==> src/rtl/ate_stream.sv <==
// Block adaptive-threshold binariser with ping-pong block banks and valid/ready
// handshakes. Each block's threshold is ceil((max+min)/2); edge blocks can be blanked.
module ate_stream #(
   parameter int PIX_W        = 8,
   parameter int BLK_LOG2     = 6,
   parameter int BLKS_PER_ROW = 6,
   parameter int BLK_ROWS     = 4,
   parameter int BORDER_MODE  = 1
) (
   input  logic             clk,
   input  logic             reset,
   input  logic             in_valid,
   output logic             in_ready,
   input  logic [PIX_W-1:0] pix_data,
   input  logic             in_sof,
   output logic             out_valid,
   input  logic             out_ready,
   output logic             bin,
   output logic [PIX_W-1:0] threshold,
   output logic             out_last,
   output logic             out_border
);
   // state | meaning
   // IDLE  | no full bank to drain; out_valid low, threshold holds last value
   // DRAIN | presenting pixels of bank rd_bank_q, one per output transfer
   typedef enum logic {IDLE, DRAIN} state_t;

   localparam int N  = 1 << BLK_LOG2;
   localparam int CW = (BLKS_PER_ROW > 1) ? $clog2(BLKS_PER_ROW) : 1;
   localparam int RW = (BLK_ROWS > 1) ? $clog2(BLK_ROWS) : 1;

   logic [PIX_W-1:0]    mem [2][N];

   state_t              state_q, state_d;
   logic                wr_bank_q, wr_bank_d, rd_bank_q, rd_bank_d;
   logic [1:0]          full_q, full_d;
   logic [BLK_LOG2-1:0] pix_cnt_q, pix_cnt_d, rd_cnt_q, rd_cnt_d;
   logic [CW-1:0]       blk_col_q, blk_col_d;
   logic [RW-1:0]       blk_row_q, blk_row_d;
   logic [PIX_W-1:0]    max_q, max_d, min_q, min_d;
   logic [PIX_W-1:0]    thr_q [2];
   logic [PIX_W-1:0]    thr_d [2];
   logic                brd_q [2];
   logic                brd_d [2];
   logic                out_valid_q, out_valid_d, bin_q, bin_d;
   logic                out_last_q, out_last_d, out_border_q, out_border_d;
   logic [PIX_W-1:0]    threshold_q, threshold_d;

   logic                accept, last_px, brd_new, free, load_en, load_bank, other_bank;
   logic [BLK_LOG2-1:0] eff_cnt, load_idx;
   logic [CW-1:0]       eff_col;
   logic [RW-1:0]       eff_row;
   logic [PIX_W-1:0]    mx_new, mn_new, thr_new, load_px, load_thr;
   logic [PIX_W:0]      sum, sum_p1;
   logic                load_brd;

   assign in_ready   = !full_q[wr_bank_q];
   assign out_valid  = out_valid_q;
   assign bin        = bin_q;
   assign threshold  = threshold_q;
   assign out_last   = out_last_q;
   assign out_border = out_border_q;

   // Capture side: an accepted in_sof restarts the frame at pixel 0 of block (0,0).
   always_comb begin
      accept  = in_valid && in_ready;
      eff_cnt = in_sof ? '0 : pix_cnt_q;
      eff_col = in_sof ? '0 : blk_col_q;
      eff_row = in_sof ? '0 : blk_row_q;
      mx_new  = (eff_cnt == '0 || pix_data > max_q) ? pix_data : max_q;
      mn_new  = (eff_cnt == '0 || pix_data < min_q) ? pix_data : min_q;
      sum     = {1'b0, mx_new} + {1'b0, mn_new};
      sum_p1  = sum + 1'b1;
      thr_new = sum_p1[PIX_W:1];
      last_px = accept && (&eff_cnt);

      brd_new = 1'b0;
      if (BORDER_MODE >= 1)
         brd_new = (eff_col == '0) || (eff_col == CW'(BLKS_PER_ROW - 1));
      if (BORDER_MODE == 2)
         brd_new = brd_new || (eff_row == '0) || (eff_row == RW'(BLK_ROWS - 1));

      pix_cnt_d = pix_cnt_q;
      blk_col_d = blk_col_q;
      blk_row_d = blk_row_q;
      max_d     = max_q;
      min_d     = min_q;
      wr_bank_d = wr_bank_q ^ last_px;
      thr_d     = thr_q;
      brd_d     = brd_q;
      if (accept) begin
         pix_cnt_d = eff_cnt + 1'b1;
         max_d     = mx_new;
         min_d     = mn_new;
         blk_col_d = eff_col;
         blk_row_d = eff_row;
      end
      if (last_px) begin
         thr_d[wr_bank_q] = thr_new;
         brd_d[wr_bank_q] = brd_new;
         if (eff_col == CW'(BLKS_PER_ROW - 1)) begin
            blk_col_d = '0;
            blk_row_d = (eff_row == RW'(BLK_ROWS - 1)) ? '0 : eff_row + 1'b1;
         end else begin
            blk_col_d = eff_col + 1'b1;
         end
      end
   end

   // Drain side: outputs are registered and loaded one pixel ahead of the transfer.
   always_comb begin
      state_d      = state_q;
      rd_bank_d    = rd_bank_q;
      rd_cnt_d     = rd_cnt_q;
      out_valid_d  = out_valid_q;
      bin_d        = bin_q;
      threshold_d  = threshold_q;
      out_last_d   = out_last_q;
      out_border_d = out_border_q;
      free         = 1'b0;
      load_en      = 1'b0;
      load_bank    = rd_bank_q;
      load_idx     = '0;
      other_bank   = ~rd_bank_q;

      case (state_q)
         IDLE: begin
            if (full_q[rd_bank_q]) begin
               load_en = 1'b1;
               state_d = DRAIN;
            end
         end
         DRAIN: begin
            if (out_ready) begin
               if (&rd_cnt_q) begin
                  free      = 1'b1;
                  rd_bank_d = other_bank;
                  if (full_q[other_bank]) begin
                     load_en   = 1'b1;
                     load_bank = other_bank;
                  end else begin
                     state_d      = IDLE;
                     out_valid_d  = 1'b0;
                     bin_d        = 1'b0;
                     out_last_d   = 1'b0;
                     out_border_d = 1'b0;
                  end
               end else begin
                  load_en  = 1'b1;
                  load_idx = rd_cnt_q + 1'b1;
               end
            end
         end
         default: state_d = IDLE;
      endcase

      load_px  = mem[load_bank][load_idx];
      load_thr = thr_q[load_bank];
      load_brd = brd_q[load_bank];
      if (load_en) begin
         rd_cnt_d     = load_idx;
         out_valid_d  = 1'b1;
         bin_d        = !load_brd && (load_px >= load_thr);
         threshold_d  = load_brd ? '0 : load_thr;
         out_last_d   = &load_idx;
         out_border_d = load_brd;
      end

      full_d = full_q;
      if (free)
         full_d[rd_bank_q] = 1'b0;
      if (last_px)
         full_d[wr_bank_q] = 1'b1;
   end

   always_ff @(posedge clk) begin
      if (accept)
         mem[wr_bank_q][eff_cnt] <= pix_data;
   end

   always_ff @(posedge clk or posedge reset) begin
      if (reset) begin
         state_q      <= IDLE;
         wr_bank_q    <= 1'b0;
         rd_bank_q    <= 1'b0;
         full_q       <= '0;
         pix_cnt_q    <= '0;
         rd_cnt_q     <= '0;
         blk_col_q    <= '0;
         blk_row_q    <= '0;
         max_q        <= '0;
         min_q        <= '0;
         thr_q        <= '{default: '0};
         brd_q        <= '{default: 1'b0};
         out_valid_q  <= 1'b0;
         bin_q        <= 1'b0;
         threshold_q  <= '0;
         out_last_q   <= 1'b0;
         out_border_q <= 1'b0;
      end else begin
         state_q      <= state_d;
         wr_bank_q    <= wr_bank_d;
         rd_bank_q    <= rd_bank_d;
         full_q       <= full_d;
         pix_cnt_q    <= pix_cnt_d;
         rd_cnt_q     <= rd_cnt_d;
         blk_col_q    <= blk_col_d;
         blk_row_q    <= blk_row_d;
         max_q        <= max_d;
         min_q        <= min_d;
         thr_q        <= thr_d;
         brd_q        <= brd_d;
         out_valid_q  <= out_valid_d;
         bin_q        <= bin_d;
         threshold_q  <= threshold_d;
         out_last_q   <= out_last_d;
         out_border_q <= out_border_d;
      end
   end
endmodule

==> config.mk <==
export PLATFORM = sky130hd
export DESIGN_NAME = ate_stream
export DESIGN_NICKNAME = d
export VERILOG_FILES = /design/src/rtl/ate_stream.sv
export SDC_FILE = /design/constraint.sdc
export NUM_CORES = 2
export LEC_CHECK = 0
export CELL_PAD_IN_SITES_DETAIL_PLACEMENT = 0
export CELL_PAD_IN_SITES_GLOBAL_PLACEMENT = 1
export CORE_MARGIN = 1.5
export CORE_UTILIZATION = 47
export DETAILED_ROUTE_END_ITERATION = 8
export PLACE_DENSITY_LB_ADDON = 0.12
export SLEW_MARGIN = 25
export SYNTH_ARGS = -nofsm -noshare
export SYNTH_HDL_FRONTEND = slang
export SYNTH_SLANG_ARGS = --single-unit
==> constraint.sdc <==
create_clock -name clk -period 7.6 [get_ports clk]
set_clock_uncertainty 0.2 [all_clocks]
set_input_delay 2.28 -clock clk [delete_from_list [all_inputs] [get_ports clk]]
set_output_delay 2.28 -clock clk [all_outputs]
set_load 0.05 [all_outputs]
==> reports/results.md <==
- 12.3% — Synth-to-Final Area Change
- 47.5% — Starting Density
- 93.7% — final worst-path cycle share
- flop — crit path capture type
- clkbuf_16 — Root Buffer Master
- 131 — pin count of the biggest net entering global routing
- 60 ps — clk slew on worst S/H paths
- a21o_1 — Top cell by count, worst path
- 3405 — Gate Count Post-Synth
- 3 — buffers and inverters on the worst path
- 0.0117 mm2 — footprint of the multi-input gates
- 1090 — TritonCTS Sinks
- 71.7% — post-synthesis sequential area ratio
- 0 — Warnings, synthesis
- 112 — number of buffers inserted during clock tree synthesis
- 0 ps — total negative slack for setup checks
- 26.8 um — drt wl/cell
- finished, final reports clean — status
- 260 mW/mm2 — power density normalized to cell area
- compound AO/OA/AOI/OAI gates — Top delay family on crit path
- clkdlybuf4s50_1, nand4_1, o21ai_2, buf_4, and2_4, buf_12, mux2i_1, a32oi_1, nand4_1, nand3_1, o21ai_0, o211ai_1, ha_1, a21o_1, a21o_1, a21o_1, a21o_1, a21oi_1, o21ai_0 — cells along the critical path
- 3 — CTS H-tree lvls
- 0.140 GHz — max frequency
- edfxtp_1, nand2_1, nand3_1 — synth cell count leaders
- 0 — antenna fix cells
- 26.5% — GRT Overall Usage
- 41.1% — Clock Power Share
- 36 — Max FO, Critical Path
- 50.3% — sequential group share of total power
- 3454 — Post-Syn Nets
- 28229 — number of global-route vias before repair
- 0 — total gr overflow
- 113 — row cnt
- 0.0324 mm2 — area taken by flip-flops and latches
- yes — clock tree from TritonCTS
- 8.6% — combinational group share of total power
- 810 ps — Critical Path Max Stage Delay
- 3503 — number of nets at the end of the flow
- 17.5 nW — Leak Pwr
- edfxtp_1, nand2_1, dfrtp_1, nand3_1, mux2i_1 — Area contributors post-synth
- 1110 ps — slew at the pin with the worst max-slew slack
- 28475 — total number of vias
- primary input — crit start category
- 313 um — height of the chip
- 191000 um — wire length of the first global-routing pass
- edfxtp_1 — largest area contributor in the netlist
- 0 — number of remaining DRC errors
- primary input to flop — category of the critical setup timing path
- 129000 um — Routed WL
- edfxtp_1 — commonest register cell after synthesis
- 0.0952 mm2 — core area
- 26 — I/O pin total
- 700 ps — source-to-sink clock delay at the later pin of the worst-skew pair
- 1090 — number of register bits inferred by synthesis
- 0 — Post-CTS Repair Setup Buffers
- 0.893 — routability congestion estimate
- 7940 ps — required time reported for the critical path endpoint
- 70 — number of unique standard cell types used by synthesis
- flop to flop — worst hold path type
- 6.06% — async set or reset register ratio after synthesis
- 0.0980 mm2 — overall die area
- 0 — max-slew violation total from the final report
- 0 — Antenna Violating Nets Remaining
- 13.2 mW — total power
- 5.92 — routed via count divided by cell count
- 7460 ps — arrival time worst endpoint
- 1 — initial antenna violation count
- 26.1% — Max transition margin
- 5 — number of optimization iterations in the first detailed-route pass
- 9.86% — ratio of cells with drive above 1 in the final layout
- rd_cnt_q[0] — Critical R2R Launch
- 10.1 mW — Internal Dissipation
- 313 um — Die W
- 23.8% — switching share of power
- 0.0452 mm2 — Post-Syn Area
- 0 — final hold violations
- 0 — count of final setup violators
- 82100 um — HPWL Detailed
- 3 — worst-case clock buffer depth
- edfxtp_1 — cell with the most instances after synthesis
- false — setup repair after global routing missed its margin
- 3035 — initial detailed-routing violation count
- out_ready — origin of the worst setup path
- 0 — count of maximum capacitance violations
- 0 — CTS Hold Bufs
- 0 — post-cts gate resize count
- 3.13 mW — NetSw
- 13.3 um2 — post-synthesis average cell area
- 7919 — Fill cells
- 7120 ps — min Tclk post-route
- 1024 — Post-synth EDFFs
- 0.176 mV — worst voltage drop across the vdd grid
- o21ai_0 — cell at the slowest stage of the critical path
- 68.1% — portion of synthesized cell area occupied by the leading cell type
- out_valid — source of the worst hold timing path
- 25 — port buffer count
placed cells by master, fill, tap and decap left out, types with 59 or more instances in the layout:
cell,count
nand2_1,878
clkbuf_16,116
buf_4,94
o21ai_0,82
a32oi_1,59
mux2i_1,110
nor2_1,154
nand4_1,78
edfxtp_1,1024
nand3_1,287
dfrtp_1,66
power by group through the flow:
stage / clock [mW] / sequential [mW] / combinational (mW)
2_1_floorplan: 0 / 6.75 / 0.608
3_3_place_gp: 0 / 6.76 / 1.11
3_5_place_dp: 0 / 6.77 / 1.12
4_1_cts: 5.49 / 6.64 / 1.12
5_1_grt: 5.71 / 6.64 / 1.23
6_report: 5.42 / 6.64 / 1.14
worst register-to-register path, cell delays in order, from the launching register on:
cell      delay [ps]
dfrtp_1          670
ha_1             540
nand4_1          260
o21ai_2          320
buf_4            180
and2_4           480
buf_12           310
mux2i_1          260
a32oi_1           80
nand4_1          190
nand3_1          220
o21ai_0          810
o211ai_1         220
ha_1             350
a21o_1           160
a21o_1           170
a21o_1           180
a21o_1           180
a21oi_1          140
o21ai_0           90
metrics by stage:
step	util (%)	hold slack [ps]	instances	instance area, um2	worst slack (ps)
finish	53.3	276	4813	50700	481
global route	53.3	317	4813	50700	430
floorplan	-	251	3405	45200	1550
global placement	49.5	264	4603	47100	94.7
CTS	53.3	279	4811	50700	749
detailed placement	49.5	264	4603	47100	16.3
final cells by class:
class                      count  area share [%]
multi-input combinational   2087            23.1
sequential                  1090            63.9
clock buffer                 141            5.95
timing repair buffer         132            2.54
clock inverter                67            1.19
inverter                      31           0.229
tap                         1265            3.12
flip-flops by register name, summed over array words and instances (netlist names), 2 cells and up:
register and flops:
full_q 2, max_q 8, threshold 8, blk_col_q 3, pix_cnt_q 6, thr_q 16
rd_cnt_q 6, brd_q 2, min_q 8, mem 1024
worst paths after layout:
check	endpoint	slack, ps	cells after the start
max in group asynchronous	bin	4580	3
worst max register to register	bin	1460	19
min in group asynchronous	min_q[6]	1980	3
worst min register to register	out_valid	280	2
worst min-delay path	out_valid	280	2
worst max-delay path	bin	480	19
per-layer routing:
metal,routed length (um),track usage [%],up-vias
li1,-,-,12774
met1,54400,36.7,14471
met2,61100,42.2,1042
met3,9160,5.40,188
met4,4070,8.52,0
met5,0,0,-
logic make-up (layout without fill, tap and decap cells):
group,count (synthesis),in the layout,share of synthesized area (%)
xor gates and xnor gates,10,10,0.194
DFF,1090,1090,71.7
AOI/OAI and AO/OA,364,364,5.56
muxes,162,162,4.53
adders and majority gates,36,36,1.01
and+or+nand+nor,1515,1515,14.5
buffers and inverters,228,371,2.48
Note: power is estimated with default switching activity, not from simulation.
